`config.mk`:
```
export PLATFORM = sky130hd
export DESIGN_NAME = xdma_grant_receiver
export DESIGN_NICKNAME = d
export VERILOG_FILES = /design/src/rtl/xdma_pkg.sv /design/src/rtl/xdma_grant_receiver.sv
export SDC_FILE = /design/constraint.sdc
export NUM_CORES = 1
export LEC_CHECK = 0
export ABC_CLOCK_PERIOD_IN_PS = 1400
export CORE_AREA = 3 3 40 42
export DETAILED_ROUTE_END_ITERATION = 6
export DIE_AREA = 0 0 43 45
export PLACE_DENSITY = 0.46
export SLEW_MARGIN = 10
export SYNTH_ARGS = -nofsm -noshare
export SYNTH_HDL_FRONTEND = slang
export SYNTH_SLANG_ARGS = --single-unit
```
`constraint.sdc`:
```
create_clock -name clk_i -period 1.4 [get_ports clk_i]
set_input_delay 0.28 -clock clk_i [delete_from_list [all_inputs] [get_ports clk_i]]
set_output_delay 0.28 -clock clk_i [all_outputs]
set_load 0.02 [all_outputs]
```
`src/rtl/xdma_pkg.sv`:
```
// Shared types and constants for the xDMA chained-write grant path.
package xdma_pkg;

  typedef enum logic [1:0] {
    StIdle,
    StSending,
    StWaitGrant,
    StDone
  } xdma_grant_rx_state_t;

  localparam int unsigned XdmaGrantTimeoutDefault = 4096;

endpackage

```
`src/rtl/xdma_grant_receiver.sv`:
```
// Source-side grant receiver: tracks one chained write task until its grant returns.
// Optional grant-wait timeout flag enabled by defining XDMA_GRANT_TIMEOUT_EN.
module xdma_grant_receiver
  import xdma_pkg::*;
#(
  parameter int unsigned TimeoutCycles = XdmaGrantTimeoutDefault,
  parameter int unsigned CntWidth      = 16
) (
  input  logic clk_i,
  input  logic rst_ni,
  input  logic task_start_valid_i,
  output logic task_start_ready_o,
  input  logic task_last_sent_i,
  input  logic from_remote_grant_valid_i,
  output logic from_remote_grant_ready_o,
  output logic task_done_o,
  output logic busy_o,
  output logic timeout_o
);

  if ((CntWidth < 32) && ((longint'(1) << CntWidth) <= longint'(TimeoutCycles))) begin : g_bad_cfg
    $error("CntWidth too narrow for TimeoutCycles");
  end

  xdma_grant_rx_state_t state_q;
  logic                 early_q;
  logic                 grant_rdy;
  logic                 grant_hs;
  logic                 start_hs;

  // Outputs are pure decodes of registered state, never of valid inputs.
  always_comb begin
    task_start_ready_o = (state_q == StIdle);
    busy_o             = (state_q != StIdle);
    task_done_o        = (state_q == StDone);
    grant_rdy          = 1'b0;
    unique case (state_q)
      StSending:   grant_rdy = !early_q;
      StWaitGrant: grant_rdy = 1'b1;
      default:     grant_rdy = 1'b0;
    endcase
  end

  assign from_remote_grant_ready_o = grant_rdy;
  assign grant_hs = from_remote_grant_valid_i & grant_rdy;
  assign start_hs = task_start_valid_i & task_start_ready_o;

  always_ff @(posedge clk_i) begin
    if (!rst_ni) begin
      state_q <= StIdle;
      early_q <= 1'b0;
    end else begin
      unique case (state_q)
        StIdle: begin
          if (start_hs) state_q <= StSending;
        end
        StSending: begin
          if (task_last_sent_i) begin
            state_q <= (early_q || grant_hs) ? StDone : StWaitGrant;
          end
          if (grant_hs) early_q <= 1'b1;
        end
        StWaitGrant: begin
          if (grant_hs) state_q <= StDone;
        end
        StDone: begin
          state_q <= StIdle;
          early_q <= 1'b0;
        end
        default: state_q <= StIdle;
      endcase
    end
  end

`ifdef XDMA_GRANT_TIMEOUT_EN
  logic [CntWidth-1:0] cnt_q, cnt_d;
  logic                timeout_q, timeout_d;

  always_comb begin
    cnt_d     = cnt_q;
    timeout_d = timeout_q;
    if (state_q == StDone) begin
      cnt_d = '0;
    end else if ((state_q == StWaitGrant) && (cnt_q != '1)) begin
      cnt_d = cnt_q + 1'b1;
    end
    if (start_hs) begin
      timeout_d = 1'b0;
    end else if ((state_q == StWaitGrant) && (cnt_d >= CntWidth'(TimeoutCycles))) begin
      timeout_d = 1'b1;
    end
  end

  always_ff @(posedge clk_i) begin
    if (!rst_ni) begin
      cnt_q     <= '0;
      timeout_q <= 1'b0;
    end else begin
      cnt_q     <= cnt_d;
      timeout_q <= timeout_d;
    end
  end

  assign timeout_o = timeout_q;
`else
  assign timeout_o = 1'b0;
`endif

endmodule

```
== Word level (Yosys, flattened, before mapping) ==
Cells that the tools add are included.
Operators by class
  equal/unequal tests: 7
  muxes and demuxes: 8
  bitwise gates (word level): 2
  reduce and logical (&&, ||, !) cells: 7
Operators with widths (count)
  case mux 2 bit (4 select lines): 1
  two-way mux 2 bit: 3
  != test 2 bit (second input constant): 3
  == test 2 bit (second input constant): 2
  case mux 1 bit (2 select lines): 2
  nonzero test 2 bit: 2
  AND reduction 3 bit: 1
  bitwise AND 1 bit: 2
  == test 2 x 1 -> 1 bit (second input constant): 1
  zero test 2 bit: 1
  two-way mux 1 bit: 2
  != test 2 x 1 -> 1 bit (second input constant): 1
  AND reduction 2 bit: 1
  zero test 1 bit: 1
  logical OR 1 bit: 1
Word-level totals
  register bits: 3
  input port bits: 5

== Longest topological paths before layout ==
  word-level depth: 7
  depth in mapped cells: 5
  depth with buffers taken out: 5

== Worst setup path before layout ==
OpenSTA, ideal clock, no wires.
  path kind: register -> register
  from: register state_q[0]
  to: register state_q[0]
  library setup time: 60 ps
  data arrival time: 1491 ps
  setup slack: -152 ps
  cell stages (with the launch flop): 6
  buffers on the path: 0
  cells stage by stage: dfxtp_1 > inv_1 > ha_1 > inv_1 > a2111oi_0 > o221a_1
Between the ends
  elaborated cells on any way between the ends: 15
  classes of those cells: eq/ne (6); mux (4); bitwise (2); reduce/logical (3)
RTL lines
  start: declaration: RTL line xdma_grant_receiver.sv:25  | xdma_grant_rx_state_t state_q;
  start signal: assignment: RTL line xdma_grant_receiver.sv:50  | state_q <= StIdle;
  start signal: assignment: RTL line xdma_grant_receiver.sv:55  | if (start_hs) state_q <= StSending;
  start signal: assignment: RTL line xdma_grant_receiver.sv:59  | state_q <= (early_q || grant_hs) ? StDone : StWaitGrant;
  zero test 2 bit (*): RTL line xdma_grant_receiver.sv:33  | task_start_ready_o = (state_q == StIdle);
  named net task_start_ready_o: RTL line xdma_grant_receiver.sv:12  | output logic task_start_ready_o,
  bitwise AND 1 bit: RTL line xdma_grant_receiver.sv:46  | assign start_hs = task_start_valid_i & task_start_ready_o;
  != test 2 x 1 -> 1 bit (no line)
  AND reduction 3 bit (no line)
The timed path passes the listed nets; every way through them passes the cells marked *. The select of a mux whose other input is x is not followed.
A chain may end at the register's enable or synchronous reset.

== Worst setup path after layout ==
  from: register state_q[1]
  to: register state_q[0]
Between the ends
  word-level cells in the longest chain between the ends: 7
  elaborated cells on any way between the ends: 15
  classes of those cells: eq/ne (6); mux (4); bitwise (2); reduce/logical (3)
Ends and longest elaborated chain
  == test 2 bit / == test 2 x 1 -> 1 bit (equally long branches): RTL line xdma_grant_receiver.sv:37, xdma_grant_receiver.sv:53
  case mux 1 bit (2 select lines): RTL line xdma_grant_receiver.sv:37  | unique case (state_q)
  bitwise AND 1 bit: RTL line xdma_grant_receiver.sv:45  | assign grant_hs = from_remote_grant_valid_i & grant_rdy;
  logical OR 1 bit: RTL line xdma_grant_receiver.sv:59
  two-way mux 1 bit: RTL line xdma_grant_receiver.sv:59
  two-way mux 2 bit: RTL line xdma_grant_receiver.sv:58  | if (task_last_sent_i) begin
  case mux 2 bit (4 select lines): RTL line xdma_grant_receiver.sv:53  | unique case (state_q)
Parallel ways exist; a longest one is shown, timed or not. The select of a mux whose other input is x is not followed.

==> metrics.cfg <==
[status]
status = finished with violations
violations = setup timing

[setup_path]
cp_top_family = simple AND/OR/NAND/NOR gates
arrival_ns = 1.70
critPathMaxFanout = 4
worstSetupStartpointType = register
cp_slowest_cell = or4_4
path_cells = inv_4, ha_4, buf_6, nor2b_4, or4_4, o221a_1
required_ns = 1.51
cpPeakStageDelay_ns = 0.47
path_class = reg2reg
path_buf_inv = 2
end_kind = register

[pwr]
switching_share = 0.392
power_frac_comb = 0.730
ir_drop_v = 0.00110
p_leak_nw = 0.225
p_sw_uw = 496
seqPwrFrac = 0.150
total_power_mw = 1.27
p_int_uw = 771
p_per_area_nw_per_um2 = 2460
p_clk_frac = 0.120

[final_layout]
finish.net_count = 62
n_antenna_cell = 0
postLayoutCoreUtil = 0.401
syn_to_final_growth_pct = 93.4
drive_gt1_frac = 0.558

[synthesis]
syn-num-nets = 39
ys_top_cells_by_area = dfxtp_1 (23%), ha_1 (19%), nor2b_1 (7.0%), o21a_1 (5.6%), nor2b_4 (5.2%)
synth_cell_types = 19
synth-seq-cells = 3
ys_seq_area_frac = 0.225
netlist_area_um2 = 267
synth_area_leader_cell = dfxtp_1
synth-edff-count = 0
synth.avg_cell_area_um2 = 8.88
synth_ff_type = dfxtp_1
synthArstFlopShare = 0
yosysTopAreaCellShare = 0.225
synth_warnings = 0
syn_inst = 30

[detailed_routing]
dr.pass1.iters = 2
route.detailed.drc = 0
first_iter_violations = 2
wirelength_um = 794
routedWlPerCell_um = 11.9
ant_nets = 0
vias = 299
via_per_inst = 4.46

[grt]
grt_pass1_wl_um = 1300
antenna_found_initial = 0
grt_overflow_total = 0
first_global_vias = 330
grt_max_degree = 5
grt_usage = 0.0923

[clock_tree]
clk_latency_ns = 0.23
clockBufferDepth = 2
cts_hold_buf = 0
cts-buffers-inserted = 3
cts.sinks = 3
htree_levels = 1
cts_tree = done
clock-root-buffer = clkbuf_4
clk_pin_slew_ns = 0.03

[sta]
fin_worst_skew_ns = 0.00595
min_period_ns = 1.58
setup_viol = 3
finalMaxSlewViolations = 0
max_freq_mhz = 632
fin_ws_ns = -0.182
fin_crit_sh = 1.13
hold_ws_ns = 0.641
final-hold-violation-count = 0
rsz0062_at_grt = true

[floorplan]
chipHeight_um = 45
die-area_um2 = 1940
die_x_um = 43
initial_core_util = 0.207
rows = 13
pin_count = 10
core_um2 = 1280

[placement]
gp_congestion = 0.715
dp_hpwl_um = 598
io_buffer_count = 8

[hold_path]
hp-class = reg2reg

[job]
cap_violations = 0

[state kept, by name, indices dropped and copies added, names as in the netlist]
signal	cells
state_q	2
early_q	1
[worst paths after layout]
check	startpoint	end	slack, ns	depth (start not counted)
hold / removal	state_q[1]	state_q[1]	0.64	3
hold reg to reg	state_q[1]	state_q[1]	0.64	3
setup / recovery	state_q[1]	state_q[0]	-0.18	6
setup reg to reg	state_q[1]	state_q[0]	-0.18	6
[logic make-up (layout without fill, tap and decap cells)]
group                      Yosys count  count (layout)  synth area share
adders and majority gates            4               4             0.188
other                                1               1            0.0141
buffers and inverters                4              26            0.0704
DFF                                  3               3             0.225
and+or+nand+nor                      9               9             0.249
AOI/OAI and AO/OA                    9               9             0.254
[power by group through the flow]
stage	registers [mW]	logic, mW	clock network, mW
after floorplan	0.181	0.500	0
after global placement	0.182	0.885	0
after detailed placement	0.183	0.890	0
after CTS	0.192	0.881	0.161
after global routing	0.194	1.01	0.167
final	0.190	0.925	0.152
[through the flow]
step                      TNS (ns)  instances  setup WS [ns]  cell area, µm²
after CTS                   -0.454         66         -0.199             498
after global routing        -0.571         67         -0.230             515
after global placement      -0.979         62         -0.258             472
after detailed placement     -1.05         62         -0.284             472
final                       -0.404         67         -0.182             515
after floorplan            -0.0775         30        -0.0515             305
[what timing repair did]
item / 4_1_cts / 5_1_grt
gates cloned: 0 / 0
resized for setup: 19 / 3
setup buffers: 0 / 1
pin swaps: 1 / 1
setup endpoints to repair: 6 / 4
[layer usage]
metal  wire (µm)  vias to the layer above  global-route usage
li1            -                      148                   -
met1         325                      141              0.0887
met2         414                       10               0.168
met3          55                        0              0.0598
met4           0                        0              0.0181
met5           0                        -                   0
[placed cells by master, fill, tap and decap left out, types with 2 or more instances in the layout]
master / instances
buf_2: 2
nor2b_1: 2
o21a_1: 2
clkdlybuf4s50_1: 4
clkbuf_4: 3
dfxtp_4: 2
buf_6: 2
inv_4: 2
buf_4: 10
nor2b_4: 2
a31oi_1: 2
ha_4: 2
[cell usage after synthesis (all sizes together), types with 2 or more instances]
master and count:
inv 3, dfxtp 3, a31oi 2, o21a 2
nor2b 5, ha 4
[worst min-delay path, stage by stage (launching register included)]
cell      delay, ns
dfxtp_4        0.35
buf_4          0.13
o31ai_1        0.05
a21boi_1       0.06
[cell type report]
class / instances / area (µm²)
well taps: 15 / 18.8
inverters: 3 / 16.3
repair buffers: 19 / 159
clock buffers: 4 / 26.3
flip-flops and latches: 3 / 67.6
fillers: 127 / 769
multi-input cells: 23 / 228
(Power assumes the default switching activity.)
